### config.mk
export PLATFORM = sky130hd
export DESIGN_NAME = sram_axi_bridge
export DESIGN_NICKNAME = d
export VERILOG_FILES = /design/src/rtl/bridge_pkg.sv /design/src/rtl/wr_channel.sv /design/src/rtl/sram_axi_bridge.sv
export SDC_FILE = /design/constraint.sdc
export NUM_CORES = 1
export LEC_CHECK = 0
export CAP_MARGIN = 0
export CORE_AREA = 4 4 89 153
export CTS_CLUSTER_DIAMETER = 40
export DETAILED_ROUTE_END_ITERATION = 8
export DIE_AREA = 0 0 93 157
export GPL_TIMING_DRIVEN = 1
export MAX_ROUTING_LAYER = met4
export PLACE_DENSITY_LB_ADDON = 0.08
export SYNTH_ARGS = -nofsm -noshare
export SYNTH_HDL_FRONTEND = slang
export SYNTH_HIERARCHICAL = 1
export SYNTH_SLANG_ARGS = --single-unit
### constraint.sdc
create_clock -name clk -period 8.9 [get_ports clk]
set_clock_uncertainty 0.05 [all_clocks]
set_input_delay 1.78 -clock clk [delete_from_list [all_inputs] [get_ports clk]]
set_output_delay 1.78 -clock clk [all_outputs]
set_load 0.01 [all_outputs]
### src/rtl/bridge_pkg.sv
// Shared encodings for the SRAM-to-AXI bridge: read/write FSM states and the
// fixed AXI read IDs that tag which CPU port a read belongs to.
package bridge_pkg;

  typedef enum logic [1:0] {
    R_IDLE = 2'd0,
    R_AR   = 2'd1,
    R_R    = 2'd2
  } r_state_e;

  typedef enum logic [1:0] {
    W_IDLE = 2'd0,
    W_REQ  = 2'd1,
    W_B    = 2'd2
  } w_state_e;

  localparam logic [3:0] INST_ID = 4'd0;
  localparam logic [3:0] DATA_ID = 4'd1;

endpackage

### src/rtl/wr_channel.sv
// Write channel of the bridge: issues one AW/W pair per accepted data write and
// reports completion when the B response arrives.
module wr_channel
  import bridge_pkg::*;
(
  input  logic        clk,
  input  logic        reset,
  input  logic        start_i,
  input  logic [31:0] addr_i,
  input  logic [31:0] wdata_i,
  input  logic [3:0]  wstrb_i,
  output logic        idle_o,
  output logic        done_o,
  output logic [31:0] awaddr_o,
  output logic        awvalid_o,
  input  logic        awready_i,
  output logic [31:0] wdata_o,
  output logic [3:0]  wstrb_o,
  output logic        wvalid_o,
  input  logic        wready_i,
  input  logic        bvalid_i,
  output logic        bready_o
);

  w_state_e    state_q, state_d;
  logic        aw_done_q, aw_done_d;
  logic        w_done_q, w_done_d;
  logic [31:0] addr_q, data_q;
  logic [3:0]  strb_q;

  always_ff @(posedge clk) begin
    if (reset) begin
      state_q   <= W_IDLE;
      aw_done_q <= 1'b0;
      w_done_q  <= 1'b0;
    end else begin
      state_q   <= state_d;
      aw_done_q <= aw_done_d;
      w_done_q  <= w_done_d;
    end
  end

  always_ff @(posedge clk) begin
    if (start_i && state_q == W_IDLE) begin
      addr_q <= addr_i;
      data_q <= wdata_i;
      strb_q <= wstrb_i;
    end
  end

  // AW and W complete independently; B is only awaited once both are done.
  always_comb begin
    state_d   = state_q;
    aw_done_d = aw_done_q;
    w_done_d  = w_done_q;
    awvalid_o = 1'b0;
    wvalid_o  = 1'b0;
    bready_o  = 1'b0;
    done_o    = 1'b0;
    unique case (state_q)
      W_IDLE: begin
        if (start_i) begin
          state_d   = W_REQ;
          aw_done_d = 1'b0;
          w_done_d  = 1'b0;
        end
      end
      W_REQ: begin
        awvalid_o = !aw_done_q;
        wvalid_o  = !w_done_q;
        if (!aw_done_q && awready_i) aw_done_d = 1'b1;
        if (!w_done_q && wready_i)   w_done_d  = 1'b1;
        if (aw_done_d && w_done_d)   state_d   = W_B;
      end
      W_B: begin
        bready_o = 1'b1;
        if (bvalid_i) begin
          done_o  = 1'b1;
          state_d = W_IDLE;
        end
      end
      default: state_d = W_IDLE;
    endcase
  end

  assign idle_o   = (state_q == W_IDLE);
  assign awaddr_o = addr_q;
  assign wdata_o  = data_q;
  assign wstrb_o  = strb_q;

endmodule

### src/rtl/sram_axi_bridge.sv
// SRAM-like instruction/data ports to a single-outstanding AXI master.
// Define BRIDGE_RDATA_REG_EN to register cpu_rdata and the read data_ok outputs.
module sram_axi_bridge
  import bridge_pkg::*;
(
  input  logic        clk,
  input  logic        reset,
  input  logic        inst_req,
  input  logic [31:0] inst_addr,
  output logic        inst_addr_ok,
  output logic        inst_data_ok,
  input  logic        data_req,
  input  logic        data_wr,
  input  logic [3:0]  data_wstrb,
  input  logic [31:0] data_addr,
  input  logic [31:0] data_wdata,
  output logic        data_addr_ok,
  output logic        data_data_ok,
  output logic [31:0] cpu_rdata,
  output logic [3:0]  arid,
  output logic [31:0] araddr,
  output logic        arvalid,
  input  logic        arready,
  input  logic [3:0]  rid,
  input  logic [31:0] rdata,
  input  logic        rvalid,
  output logic        rready,
  output logic [31:0] awaddr,
  output logic        awvalid,
  input  logic        awready,
  output logic [31:0] wdata,
  output logic [3:0]  wstrb,
  output logic        wvalid,
  input  logic        wready,
  input  logic        bvalid,
  output logic        bready
);

  r_state_e    r_state_q, r_state_d;
  logic [3:0]  arid_q;
  logic [31:0] araddr_q;
  logic        wr_idle, wr_done;
  logic        rd_data_busy, data_rd_acc, data_wr_acc, inst_acc;
  logic        r_hs, r_exit, rd_data_ok;

  // Only one data transaction may be in flight across both channels.
  assign rd_data_busy = (r_state_q != R_IDLE) && (arid_q == DATA_ID);
  assign data_rd_acc  = (r_state_q == R_IDLE) && data_req && !data_wr && wr_idle;
  assign data_wr_acc  = data_req && data_wr && wr_idle && !rd_data_busy;
  assign inst_acc     = (r_state_q == R_IDLE) && inst_req && !data_rd_acc;

  assign data_addr_ok = data_rd_acc || data_wr_acc;
  assign inst_addr_ok = inst_acc;

  always_ff @(posedge clk) begin
    if (reset) r_state_q <= R_IDLE;
    else       r_state_q <= r_state_d;
  end

  always_ff @(posedge clk) begin
    if (data_rd_acc) begin
      arid_q   <= DATA_ID;
      araddr_q <= data_addr;
    end else if (inst_acc) begin
      arid_q   <= INST_ID;
      araddr_q <= inst_addr;
    end
  end

  always_comb begin
    r_state_d = r_state_q;
    arvalid   = 1'b0;
    unique case (r_state_q)
      R_IDLE: if (data_rd_acc || inst_acc) r_state_d = R_AR;
      R_AR: begin
        arvalid = 1'b1;
        if (arready) r_state_d = R_R;
      end
      R_R:     if (r_exit) r_state_d = R_IDLE;
      default: r_state_d = R_IDLE;
    endcase
  end

  assign arid   = arid_q;
  assign araddr = araddr_q;

`ifdef BRIDGE_RDATA_REG_EN
  // R_R lingers one cycle after the handshake while the registered result is presented.
  logic        r_done_q, inst_ok_q, data_ok_q;
  logic [31:0] rdata_q;

  assign rready = (r_state_q == R_R) && !r_done_q;
  assign r_hs   = rready && rvalid;
  assign r_exit = r_done_q;

  always_ff @(posedge clk) begin
    if (reset) begin
      r_done_q  <= 1'b0;
      inst_ok_q <= 1'b0;
      data_ok_q <= 1'b0;
    end else begin
      r_done_q  <= r_hs;
      inst_ok_q <= r_hs && (rid == INST_ID);
      data_ok_q <= r_hs && (rid == DATA_ID);
    end
  end

  always_ff @(posedge clk) begin
    if (r_hs) rdata_q <= rdata;
  end

  assign inst_data_ok = inst_ok_q;
  assign rd_data_ok   = data_ok_q;
  assign cpu_rdata    = rdata_q;
`else
  assign rready       = (r_state_q == R_R);
  assign r_hs         = rready && rvalid;
  assign r_exit       = r_hs;
  assign inst_data_ok = r_hs && (rid == INST_ID);
  assign rd_data_ok   = r_hs && (rid == DATA_ID);
  assign cpu_rdata    = rdata;
`endif

  assign data_data_ok = rd_data_ok || wr_done;

  wr_channel u_wr_channel (
    .clk       (clk),
    .reset     (reset),
    .start_i   (data_wr_acc),
    .addr_i    (data_addr),
    .wdata_i   (data_wdata),
    .wstrb_i   (data_wstrb),
    .idle_o    (wr_idle),
    .done_o    (wr_done),
    .awaddr_o  (awaddr),
    .awvalid_o (awvalid),
    .awready_i (awready),
    .wdata_o   (wdata),
    .wstrb_o   (wstrb),
    .wvalid_o  (wvalid),
    .wready_i  (wready),
    .bvalid_i  (bvalid),
    .bready_o  (bready)
  );

endmodule
==> results by group, run 1 <==
Placed design
  • DP HPWL: 8020 um
  • IO buf count: 223
  • Placement-stage cell area: 0.00636 sq mm
  • RePlAce Congestion: 0.723

Logic synthesis
  • Mean Syn Cell Area: 19.1 sq um
  • Simple-gate share of the synthesized area: 4.26%
  • Synth Area in Adders: 0%
  • XOR/XNOR Fraction of Synth Area: 0%
  • Compound-Gate Fraction of Synth Area: 2.25%
  • Mapped Cells: 222
  • Fraction of post-synthesis cell area in the top cell type by area: 70.9%
  • Largest family of logic cells by synthesized area: multiplexers
  • Synthesized area: 0.00423 sq mm
  • Register area share after synthesis: 74.3%
  • Synth area leader: edfxtp_1
  • Ys Warns: 6
  • Synth top area cells: edfxtp_1 (71%), mux2_4 (11%), buf_4 (6.2%), dfxtp_1 (3.3%), buf_12 (1.4%)
  • Mux contribution to synthesized area: 11.2%
  • Synth cell types: 35
  • Register bit count reported by yosys: 107

Route
  • Routed vias: 2,593
  • Routed wire length: 10,600 um
  • TritonRoute pass-1 iters: 4
  • # DRC: 0
  • Via density: 4.37
  • Detailed Route Iter0 Violations: 67
  • Post-route ant nets: 0
  • WL per Instance: 17.9 um

Worst setup path
  • Kind of end point of the critical path: primary output
  • R2R Path Start: r_state_q[0]
  • Worst EP arrival: 3340 ps
  • Worst path bufs/invs: 2
  • Max incr delay on CP: 520 ps
  • Data required, critical path: 7070 ps
  • Kind of critical path: in2out
  • RR Endpoint: u_wr_channel/awaddr_o[0]
  • Crit-path most repeated cell: clkdlybuf4s50_1
  • R2r setup slk: 5990 ps
  • CP top delay family: buffers and inverters
  • Crit path to: data_addr_ok
  • Slowest CP cell: clkdlybuf4s50_1
  • Crit-path cells: clkdlybuf4s50_1 -> and3b_1 -> a21o_2 -> clkdlybuf4s50_1
  • Crit start category: primary input
  • R2r worst-path depth: 4
  • CP max FO: 6
  • Crit path depth: 4
  • Crit. Startpoint: data_req

CTS
  • Cts bufs inserted: 9
  • Post-CTS Hold Fix Bufs: 0
  • Clk slew on worst S/H paths: 70 ps
  • CTS tree: yes
  • # Post-CTS Setup Buffers: 0
  • H-tree depth: 3
  • Root Buffer: clkbuf_16
  • Resized Gates After CTS: 0
  • Clock buffer depth: 2
  • Clock Sinks: 107
  • Clk_lat worst skew: 340 ps

Floorplanning
  • Die ar.: 0.0146 sq mm
  • Die height: 157 um
  • Core area: 0.0124 sq mm
  • Number of placement rows: 54
  • Initial Util: 34.0%
  • Io pins: 291
  • Chip width: 93 um

Timing
  • Worst slew pin tran: 1090 ps
  • Final slew viol count: 0
  • Slew HR: 27.0%
  • Hold slack: 450 ps
  • Unrepaired setup endpoints after global routing: no
  • Max Freq: 193 MHz
  • Total negative setup slack: 0 ps
  • Final period util: 58.1%
  • Min Tclk post-route: 5170 ps
  • Fin. Hold Viols: 0
  • Final setup viols: 0

Layout
  • Post-layout util: 53.5%
  • Layout cells sized above 1: 13.6%
  • Antenna Cells: 0
  • Most frequent cells in the layout: clkdlybuf4s50_1 (223), edfxtp_1 (100), mux2_4 (30)
  • Most common cell after layout, fill and taps aside: clkdlybuf4s50_1
  • P&R area growth vs syn: 57.1%
  • Final nets: 566
  • Design area: 0.00665 sq mm

Pwr
  • P per Cell Area: 181 mW/mm^2
  • Max IR drop VDD: 0.0956 mV
  • Leakage: 2.41 nW

Run status
  • Status: completed

Flow run
  • Max Cap Viol: 0

GRT
  • All-layer global routing usage: 14.8%
  • Largest net degree at the start of global routing: 58
  • Vias in the first global route: 2,757
  • Total grt overflow: 0
  • Antenna violations before repair: 0
  • First-pass GRT wire length: 15,400 um

Min path
  • Hold Crit Class: reg2reg
  • Hold path start: u_wr_channel/aw_done_q
registers in the layout (all words and copies together), names as in the netlist:
name	flops
u_wr_channel/wstrb_o	4
r_state_q	2
u_wr_channel/wdata_o	32
u_wr_channel/w_done_q	1
u_wr_channel/aw_done_q	1
arid	1
u_wr_channel/state_q	2
araddr	32
u_wr_channel/awaddr_o	32
cell type report:
cell class              count  area (sq um)
fillers                  1070          5780
multi-input cells          77           766
inverters                   1          3.75
clock inverters             7          61.3
clock buffers               9           225
repair buffers            224          2240
well taps                 168           210
flip-flops and latches    107          3140
worst min path at each step:
| stage | to | slack, ps | depth (start not counted) |
|---|---|---|---|
| 3_5_place_dp | u_wr_channel/aw_done_q | 430 | 2 |
| 5_1_grt | u_wr_channel/aw_done_q | 480 | 2 |
| 2_1_floorplan | u_wr_channel/aw_done_q | 400 | 2 |
| 3_3_place_gp | u_wr_channel/aw_done_q | 430 | 2 |
| 4_1_cts | u_wr_channel/aw_done_q | 450 | 2 |
| 6_report | u_wr_channel/aw_done_q | 450 | 2 |
layer usage:
metal / wire length [um] / up-vias / track usage [%]
li1: - / 1198 / -
met2: 5750 / 157 / 25.8
met3: 961 / 21 / 5.50
met1: 3750 / 1217 / 15.3
met5: 0 / - / -
met4: 181 / 0 / 4.82
worst min-delay path: cells and delay by family, from the launching register on:
kind / cells / cell delay (ps)
flip-flops: 1 / 340
AND/OR/NAND/NOR: 1 / 60
AO/OA/AOI/OAI: 1 / 50
cell usage after synthesis:
| library cell | instances |
|---|---|
| nor2_4 | 1 |
| a21oi_1 | 3 |
| nor2_1 | 7 |
| nor4b_1 | 1 |
| o22ai_1 | 1 |
| and2b_1 | 1 |
| nand2_1 | 4 |
| nor3b_1 | 1 |
| nand3b_1 | 1 |
| o41ai_1 | 1 |
| mux2_2 | 2 |
| nor3_1 | 1 |
| buf_6 | 1 |
| a31oi_1 | 1 |
| or3_1 | 1 |
| buf_12 | 3 |
| a2111oi_0 | 1 |
| o21a_1 | 1 |
| a31o_2 | 1 |
| dfxtp_1 | 7 |
| nor2b_1 | 3 |
| and3b_1 | 1 |
| o21ai_0 | 3 |
| a21o_2 | 1 |
| nand2b_2 | 1 |
| edfxtp_1 | 100 |
| and4_2 | 1 |
| nand2b_1 | 2 |
| and2_1 | 1 |
| nand2_8 | 1 |
| conb_1 | 1 |
| inv_1 | 1 |
| mux2_4 | 30 |
| a22o_2 | 1 |
| buf_4 | 35 |
cell families (layout without fill, tap and decap cells):
family	Yosys count	in the layout
mux	32	32
other cells	1	3
flops	107	107
buf+inv	40	241
compound gates	14	14
simple gates	28	28
where the power goes:
group	internal, mW	leakage [nW]	switching, mW	total, mW
Clock	0.195	0.143	0.189	0.384
Sequential	0.598	0.995	0.0118	0.610
Combinational	0.128	1.27	0.0810	0.209
metrics by stage:
step / total power [mW] / setup slack, ps / std cells
2_1_floorplan: 0.718 / 1270 / 224
3_3_place_gp: 0.831 / 3780 / 577
5_1_grt: 1.25 / 3590 / 593
6_report: 1.20 / 3730 / 593
4_1_cts: 1.22 / 3720 / 593
3_5_place_dp: 0.835 / 3720 / 577
Note: power is estimated with default switching activity, not from simulation.
==> run 2: changes to the inputs <==
--- a/config.mk
+++ b/config.mk
@@ -6,10 +6,10 @@
 export NUM_CORES = 1
 export LEC_CHECK = 0
 export CAP_MARGIN = 0
-export CORE_AREA = 4 4 89 153
+export CORE_AREA = 4 4 92 160
 export CTS_CLUSTER_DIAMETER = 40
 export DETAILED_ROUTE_END_ITERATION = 8
-export DIE_AREA = 0 0 93 157
+export DIE_AREA = 0 0 96 164
 export GPL_TIMING_DRIVEN = 1
 export MAX_ROUTING_LAYER = met4
 export PLACE_DENSITY_LB_ADDON = 0.08
==> constraint.sdc (replaced) <==
create_clock -name clk -period 4.15 [get_ports clk]
set_clock_uncertainty 0.05 [all_clocks]
set_input_delay 0.83 -clock clk [delete_from_list [all_inputs] [get_ports clk]]
set_output_delay 0.83 -clock clk [all_outputs]
set_load 0.01 [all_outputs]
==> run 2 against run 1 <==
  * Combinational power increased by 120%
  * Core utilization decreased by 3.5 points
  * Global-route usage decreased by 1.7 points
  * Sequential power increased by 110%
  * Wire length decreased by 1.1%
  * Sequential share of layout area decreased by 0.24 points
  * Cell count increased by 1.0%
  * Clock power increased by 120%
  * Sequential cell count unchanged
  * Count of clock-buffer cells in the layout unchanged
  * Critical path type unchanged
  * Critical endpoint unchanged
  * Largest power group unchanged
==> results by group, run 2 (same netlist as run 1, synthesis figures left out) <==
GRT
  • First-pass GRT wire length: 14,400 um (was 15,400 um)
  • Total grt overflow: 0 (unchanged)
  • Vias in the first global route: 2,582 (was 2,757)
  • Antenna violations before repair: 0 (unchanged)
  • All-layer global routing usage: 13.1% (was 14.8%)
  • Largest net degree at the start of global routing: 57 (was 58)

CTS
  • Clock buffer depth: 2 (unchanged)
  • Clk_lat worst skew: 330 ps (was 340 ps)
  • Clock Sinks: 107 (unchanged)
  • Resized Gates After CTS: 0 (unchanged)
  • CTS tree: yes (unchanged)
  • Cts bufs inserted: 9 (unchanged)
  • Post-CTS Hold Fix Bufs: 0 (unchanged)
  • Root Buffer: clkbuf_16 (unchanged)
  • # Post-CTS Setup Buffers: 0 (unchanged)
  • Clk slew on worst S/H paths: 70 ps (about the same)
  • H-tree depth: 3 (unchanged)

Worst setup path
  • Data required, critical path: 3270 ps (was 7070 ps)
  • Kind of critical path: in2out (unchanged)
  • Worst EP arrival: 2380 ps (was 3340 ps)
  • Slowest CP cell: clkdlybuf4s50_1 (unchanged)
  • Crit-path most repeated cell: clkdlybuf4s50_1 (unchanged)
  • CP max FO: 6 (unchanged)
  • Crit-path cells: clkdlybuf4s50_1 -> and3b_1 -> a21o_2 -> clkdlybuf4s50_1 (unchanged)
  • Max incr delay on CP: 530 ps (was 520 ps)
  • Kind of end point of the critical path: primary output (unchanged)
  • Crit start category: primary input (unchanged)
  • CP top delay family: buffers and inverters (unchanged)
  • Worst path bufs/invs: 2 (unchanged)

Route
  • Routed vias: 2,554 (was 2,593)
  • Detailed Route Iter0 Violations: 51 (was 67)
  • WL per Instance: 17.6 um (was 17.9 um)
  • # DRC: 0 (unchanged)
  • Routed wire length: 10,500 um (was 10,600 um)
  • Post-route ant nets: 0 (unchanged)
  • TritonRoute pass-1 iters: 4 (unchanged)
  • Via density: 4.26 (was 4.37)

Layout
  • Most frequent cells in the layout: clkdlybuf4s50_1 (223), edfxtp_1 (100), mux2_4 (30) (unchanged)
  • Most common cell after layout, fill and taps aside: clkdlybuf4s50_1 (unchanged)
  • Layout cells sized above 1: 13.6% (unchanged)
  • Antenna Cells: 0 (unchanged)
  • Final nets: 567 (was 566)
  • P&R area growth vs syn: 57.9% (was 57.1%)
  • Design area: 0.00668 sq mm (was 0.00665 sq mm)

Placed design
  • Placement-stage cell area: 0.00638 sq mm (was 0.00636 sq mm)
  • Pre-CTS setup slack: 879 ps (was 3720 ps)
  • IO buf count: 223 (unchanged)
  • DP HPWL: 8000 um (was 8020 um)
  • RePlAce Congestion: 0.734 (was 0.723)

Pwr
  • Sw Share: 22.4% (was 23.4%)
  • Max IR drop VDD: 0.187 mV (was 0.0956 mV)
  • Comb power frac: 17.2% (was 17.4%)
  • Power Internal: 2.03 mW (was 0.921 mW)
  • NetSw: 0.587 mW (was 0.281 mW)
  • Leakage: 2.41 nW (about the same)
  • Final Power: 2.62 mW (was 1.20 mW)
  • P per Cell Area: 392 mW/mm^2 (was 181 mW/mm^2)
  • Sequential share of power: 50.0% (was 50.7%)
  • Clock power frac: 32.8% (was 31.9%)

Timing
  • Fin. Hold Viols: 0 (unchanged)
  • Worst slew pin tran: 855 ps (was 1090 ps)
  • Hold slack: 462 ps (was 450 ps)
  • Final period util: 78.5%
  • Slew HR: 43.0% (was 27.0%)
  • Final slew viol count: 0 (unchanged)
  • Max Freq: 307 MHz
  • Final setup viols: 0 (unchanged)
  • Unrepaired setup endpoints after global routing: no (unchanged)
  • Total negative setup slack: 0 ps (unchanged)
  • Setup ws final: 894 ps (was 3730 ps)
  • Min Tclk post-route: 3260 ps

Min path
  • Hold Crit Class: reg2reg (unchanged)

Floorplanning
  • Io pins: 291 (unchanged)
  • Number of placement rows: 56 (was 54)
  • Chip width: 96 um (was 93 um)
  • Die ar.: 0.0157 sq mm (was 0.0146 sq mm)
  • Core area: 0.0134 sq mm (was 0.0124 sq mm)
  • Initial Util: 31.6% (was 34.0%)
  • Die height: 164 um (was 157 um)

Run status
  • Status: completed (unchanged)

Flow run
  • Max Cap Viol: 0 (unchanged)
## run 2: changes by cell type in the layout (fill, tap and decap cells not counted), sizes merged
cell and change:
buf +1, clkinvlp +2, bufinv +1, inv -1, clkinv -3
## run 2: metal layers
layer	GRT usage, %	part of all wire (%)	routed length [um]
met1	13.0	34	3540
met2	22.7	54	5700
met3	4.12	8.9	934
met4	6.41	3.3	347
met5	-	0	0
## run 2: metrics by stage
| step | cells | util, % |
|---|---|---|
| floorplan | 224 | - |
| global placement | 584 | 47.7 |
| detailed placement | 584 | 47.7 |
| CTS | 599 | 49.9 |
| global route | 599 | 49.9 |
| finish | 599 | 49.9 |
## run 2: cell type report
cell class                      count  area (sq um)
Fill cell                        1174          6700
Sequential cell                   107          3140
Timing Repair Buffer              225          2250
Multi-Input combinational cell     77           772
Clock buffer                        9           225
Tap cell                          174           218
Clock inverter                      6          73.8
Inverter                            1          3.75
## run 2: worst register-to-register path, cell delays in order, from the launching register on
cell and delay (ps):
dfxtp_1 380, o21ai_0 220, and4_2 280, nor3b_4 190, buf_4 600
## run 2: power groups by stage
| stage | clock (mW) | combinational, mW | sequential, mW |
|---|---|---|---|
| 6_report | 0.860 | 0.450 | 1.31 |
| 5_1_grt | 0.942 | 0.478 | 1.32 |
| 4_1_cts | 0.891 | 0.460 | 1.31 |
| 3_5_place_dp | 0 | 0.459 | 1.33 |
| 3_3_place_gp | 0 | 0.456 | 1.33 |
| 2_1_floorplan | 0 | 0.158 | 1.38 |
## run 2: final timing paths
kind / from / endpoint / slack, ps / cells past startpoint
setup / recovery: data_req / data_addr_ok / 890 / 4
hold / removal: arid[0] / arid[0] / 460 / 1
setup reg to reg: r_state_q[0] / u_wr_channel/wdata_o[8] / 1990 / 4
hold reg to reg: arid[0] / arid[0] / 460 / 1
==> run 3: changes to the inputs <==
--- a/config.mk
+++ b/config.mk
@@ -6,10 +6,10 @@
 export NUM_CORES = 1
 export LEC_CHECK = 0
 export CAP_MARGIN = 0
-export CORE_AREA = 4 4 92 160
+export CORE_AREA = 4 4 89 153
 export CTS_CLUSTER_DIAMETER = 40
 export DETAILED_ROUTE_END_ITERATION = 8
-export DIE_AREA = 0 0 96 164
+export DIE_AREA = 0 0 93 157
 export GPL_TIMING_DRIVEN = 1
 export MAX_ROUTING_LAYER = met4
 export PLACE_DENSITY_LB_ADDON = 0.08
==> constraint.sdc (replaced) <==
create_clock -name clk -period 3.2 [get_ports clk]
set_clock_uncertainty 0.05 [all_clocks]
set_input_delay 0.64 -clock clk [delete_from_list [all_inputs] [get_ports clk]]
set_output_delay 0.64 -clock clk [all_outputs]
set_load 0.01 [all_outputs]
==> run 3 against run 2 <==
  * Worst hold slack lost 16 ps
  * First-iteration DRC count up 98%
  * Power rose by 27%
  * Core utilization up 3.7 points
  * Count of clock-buffer cells in the layout grew 1
  * Die area is 7.3% lower
  * Setup slack got worse by 580 ps
  * Wire length down 1.6%
==> results by group, run 3 (same netlist as run 1, synthesis figures left out) <==
CTS
  • Clock buffer depth: 2 (unchanged)
  • Clock Sinks: 107 (unchanged)
  • Root Buffer: clkbuf_16 (unchanged)
  • CTS tree: yes (unchanged)
  • Clk slew on worst S/H paths: 70 ps (about the same)
  • Post-CTS Hold Fix Bufs: 0 (unchanged)
  • Clk_lat worst skew: 330 ps (about the same)
  • Resized Gates After CTS: 0 (unchanged)
  • H-tree depth: 3 (unchanged)
  • # Post-CTS Setup Buffers: 0 (unchanged)
  • Cts bufs inserted: 9 (unchanged)

GRT
  • First-pass GRT wire length: 14,800 um (was 14,400 um)
  • Total grt overflow: 0 (unchanged)
  • Largest net degree at the start of global routing: 58 (was 57)
  • All-layer global routing usage: 14.0% (was 13.1%)
  • Vias in the first global route: 2,762 (was 2,582)
  • Antenna violations before repair: 0 (unchanged)

Placed design
  • RePlAce Congestion: 0.733 (was 0.734)
  • DP HPWL: 7700 um (was 8000 um)
  • Pre-CTS setup slack: 295 ps (was 879 ps)
  • IO buf count: 223 (unchanged)

Pwr
  • P per Cell Area: 497 mW/mm^2 (was 392 mW/mm^2)
  • Sequential share of power: 51.1% (was 50.0%)
  • Comb power frac: 17.7% (was 17.2%)
  • Power Internal: 2.56 mW (was 2.03 mW)
  • Leakage: 2.41 nW (about the same)
  • NetSw: 0.756 mW (was 0.587 mW)
  • Final Power: 3.32 mW (was 2.62 mW)
  • Sw Share: 22.8% (was 22.4%)
  • Max IR drop VDD: 0.239 mV (was 0.187 mV)
  • Clock power frac: 31.2% (was 32.8%)

Worst setup path
  • Slowest CP cell: clkdlybuf4s50_1 (unchanged)
  • Worst path bufs/invs: 2 (unchanged)
  • CP top delay family: buffers and inverters (unchanged)
  • Crit path depth: 4 (unchanged)
  • R2R Path Start: u_wr_channel/state_q[0] (was r_state_q[0])
  • Kind of critical path: in2out (unchanged)
  • Worst EP arrival: 2200 ps (was 2380 ps)
  • Kind of end point of the critical path: primary output (unchanged)
  • R2r worst-path depth: 4 (unchanged)
  • Crit-path most repeated cell: clkdlybuf4s50_1 (unchanged)
  • Crit. Startpoint: rid[1] (was data_req)
  • Crit-path cells: clkdlybuf4s50_1 -> nor4b_1 -> a31o_2 -> clkdlybuf4s50_1 (was clkdlybuf4s50_1 -> and3b_1 -> a21o_2 -> clkdlybuf4s50_1)
  • Max incr delay on CP: 540 ps (was 530 ps)
  • CP max FO: 2 (was 6)
  • Data required, critical path: 2510 ps (was 3270 ps)
  • Crit start category: primary input (unchanged)

Timing
  • Unrepaired setup endpoints after global routing: no (unchanged)
  • Final slew viol count: 0 (unchanged)
  • Final period util: 90.2%
  • Final setup viols: 0 (unchanged)
  • Setup ws final: 314 ps (was 894 ps)
  • Max Freq: 346 MHz
  • Total negative setup slack: 0 ps (unchanged)
  • Min Tclk post-route: 2890 ps
  • Fin. Hold Viols: 0 (unchanged)

Layout
  • Final nets: 568 (was 567)
  • P&R area growth vs syn: 57.7% (was 57.9%)
  • Most frequent cells in the layout: clkdlybuf4s50_1 (223), edfxtp_1 (100), mux2_4 (30) (unchanged)
  • Layout cells sized above 1: 13.6% (about the same)
  • Most common cell after layout, fill and taps aside: clkdlybuf4s50_1 (unchanged)
  • Antenna Cells: 0 (unchanged)

Route
  • # DRC: 0 (unchanged)
  • TritonRoute pass-1 iters: 4 (unchanged)
  • WL per Instance: 17.4 um (was 17.6 um)
  • Routed vias: 2,611 (was 2,554)
  • Via density: 4.39 (was 4.26)
  • Detailed Route Iter0 Violations: 101 (was 51)
  • Post-route ant nets: 0 (unchanged)
  • Routed wire length: 10,300 um (was 10,500 um)

Min path
  • Min-Delay Path Depth: 2 (was 1)
  • Hold path start: u_wr_channel/w_done_q (was arid[0])
  • Hold Crit Class: reg2reg (unchanged)

Floorplanning
  • Initial Util: 34.0% (was 31.6%)
  • Io pins: 291 (unchanged)
  • Chip width: 93 um (was 96 um)
  • Number of placement rows: 54 (was 56)
  • Core area: 0.0124 sq mm (was 0.0134 sq mm)
  • Die ar.: 0.0146 sq mm (was 0.0157 sq mm)
  • Die height: 157 um (was 164 um)

Run status
  • Status: completed (unchanged)

Flow run
  • Max Cap Viol: 0 (unchanged)
## run 3: path summary, 6_finish.rpt
check        slack (ps)                    end
max                 310           data_data_ok
min                 450  u_wr_channel/w_done_q
max reg2reg        1260              araddr[1]
min reg2reg         450  u_wr_channel/w_done_q
## run 3: final cells by class
class                      instances  area [sq um]
clock buffer                      10           229
clock inverter                     6          48.8
fill                            1072          5760
inverter                           1          3.75
multi-input combinational         77           772
sequential                       107          3140
tap                              168           210
timing repair buffer             226          2270
## run 3: power by group through the flow
| stage | Clock, mW | Sequential [mW] | Combinational [mW] |
|---|---|---|---|
| global placement | 0 | 1.73 | 0.594 |
| finish | 1.03 | 1.70 | 0.587 |
| CTS | 1.07 | 1.70 | 0.599 |
| detailed placement | 0 | 1.73 | 0.596 |
| global route | 1.13 | 1.71 | 0.624 |
| floorplan | 0 | 1.78 | 0.206 |
## run 3: per-stage QoR
| stage | hold slack, ps | area, sq um | utilization (%) | std cells |
|---|---|---|---|---|
| 2_1_floorplan | 404 | 4250 | - | 224 |
| 3_3_place_gp | 429 | 6400 | 51.4 | 579 |
| 3_5_place_dp | 432 | 6400 | 51.4 | 579 |
| 4_1_cts | 446 | 6670 | 53.7 | 595 |
| 5_1_grt | 475 | 6670 | 53.7 | 595 |
| 6_report | 445 | 6670 | 53.7 | 595 |
## run 3: worst reg2reg max path, stage by stage, from the launching register on
cell	delay, ps
dfxtp_1	410
nor2_1	150
and3b_1	380
nand2_8	310
mux2_4	400
## run 3: layer usage
| metal | global-route usage, % | up-vias | wire (um) |
|---|---|---|---|
| li1 | - | 1203 | - |
| met1 | 14.4 | 1234 | 3590 |
| met2 | 25.0 | 155 | 5630 |
| met3 | 4.07 | 19 | 968 |
| met4 | 5.45 | 0 | 159 |
| met5 | - | - | 0 |
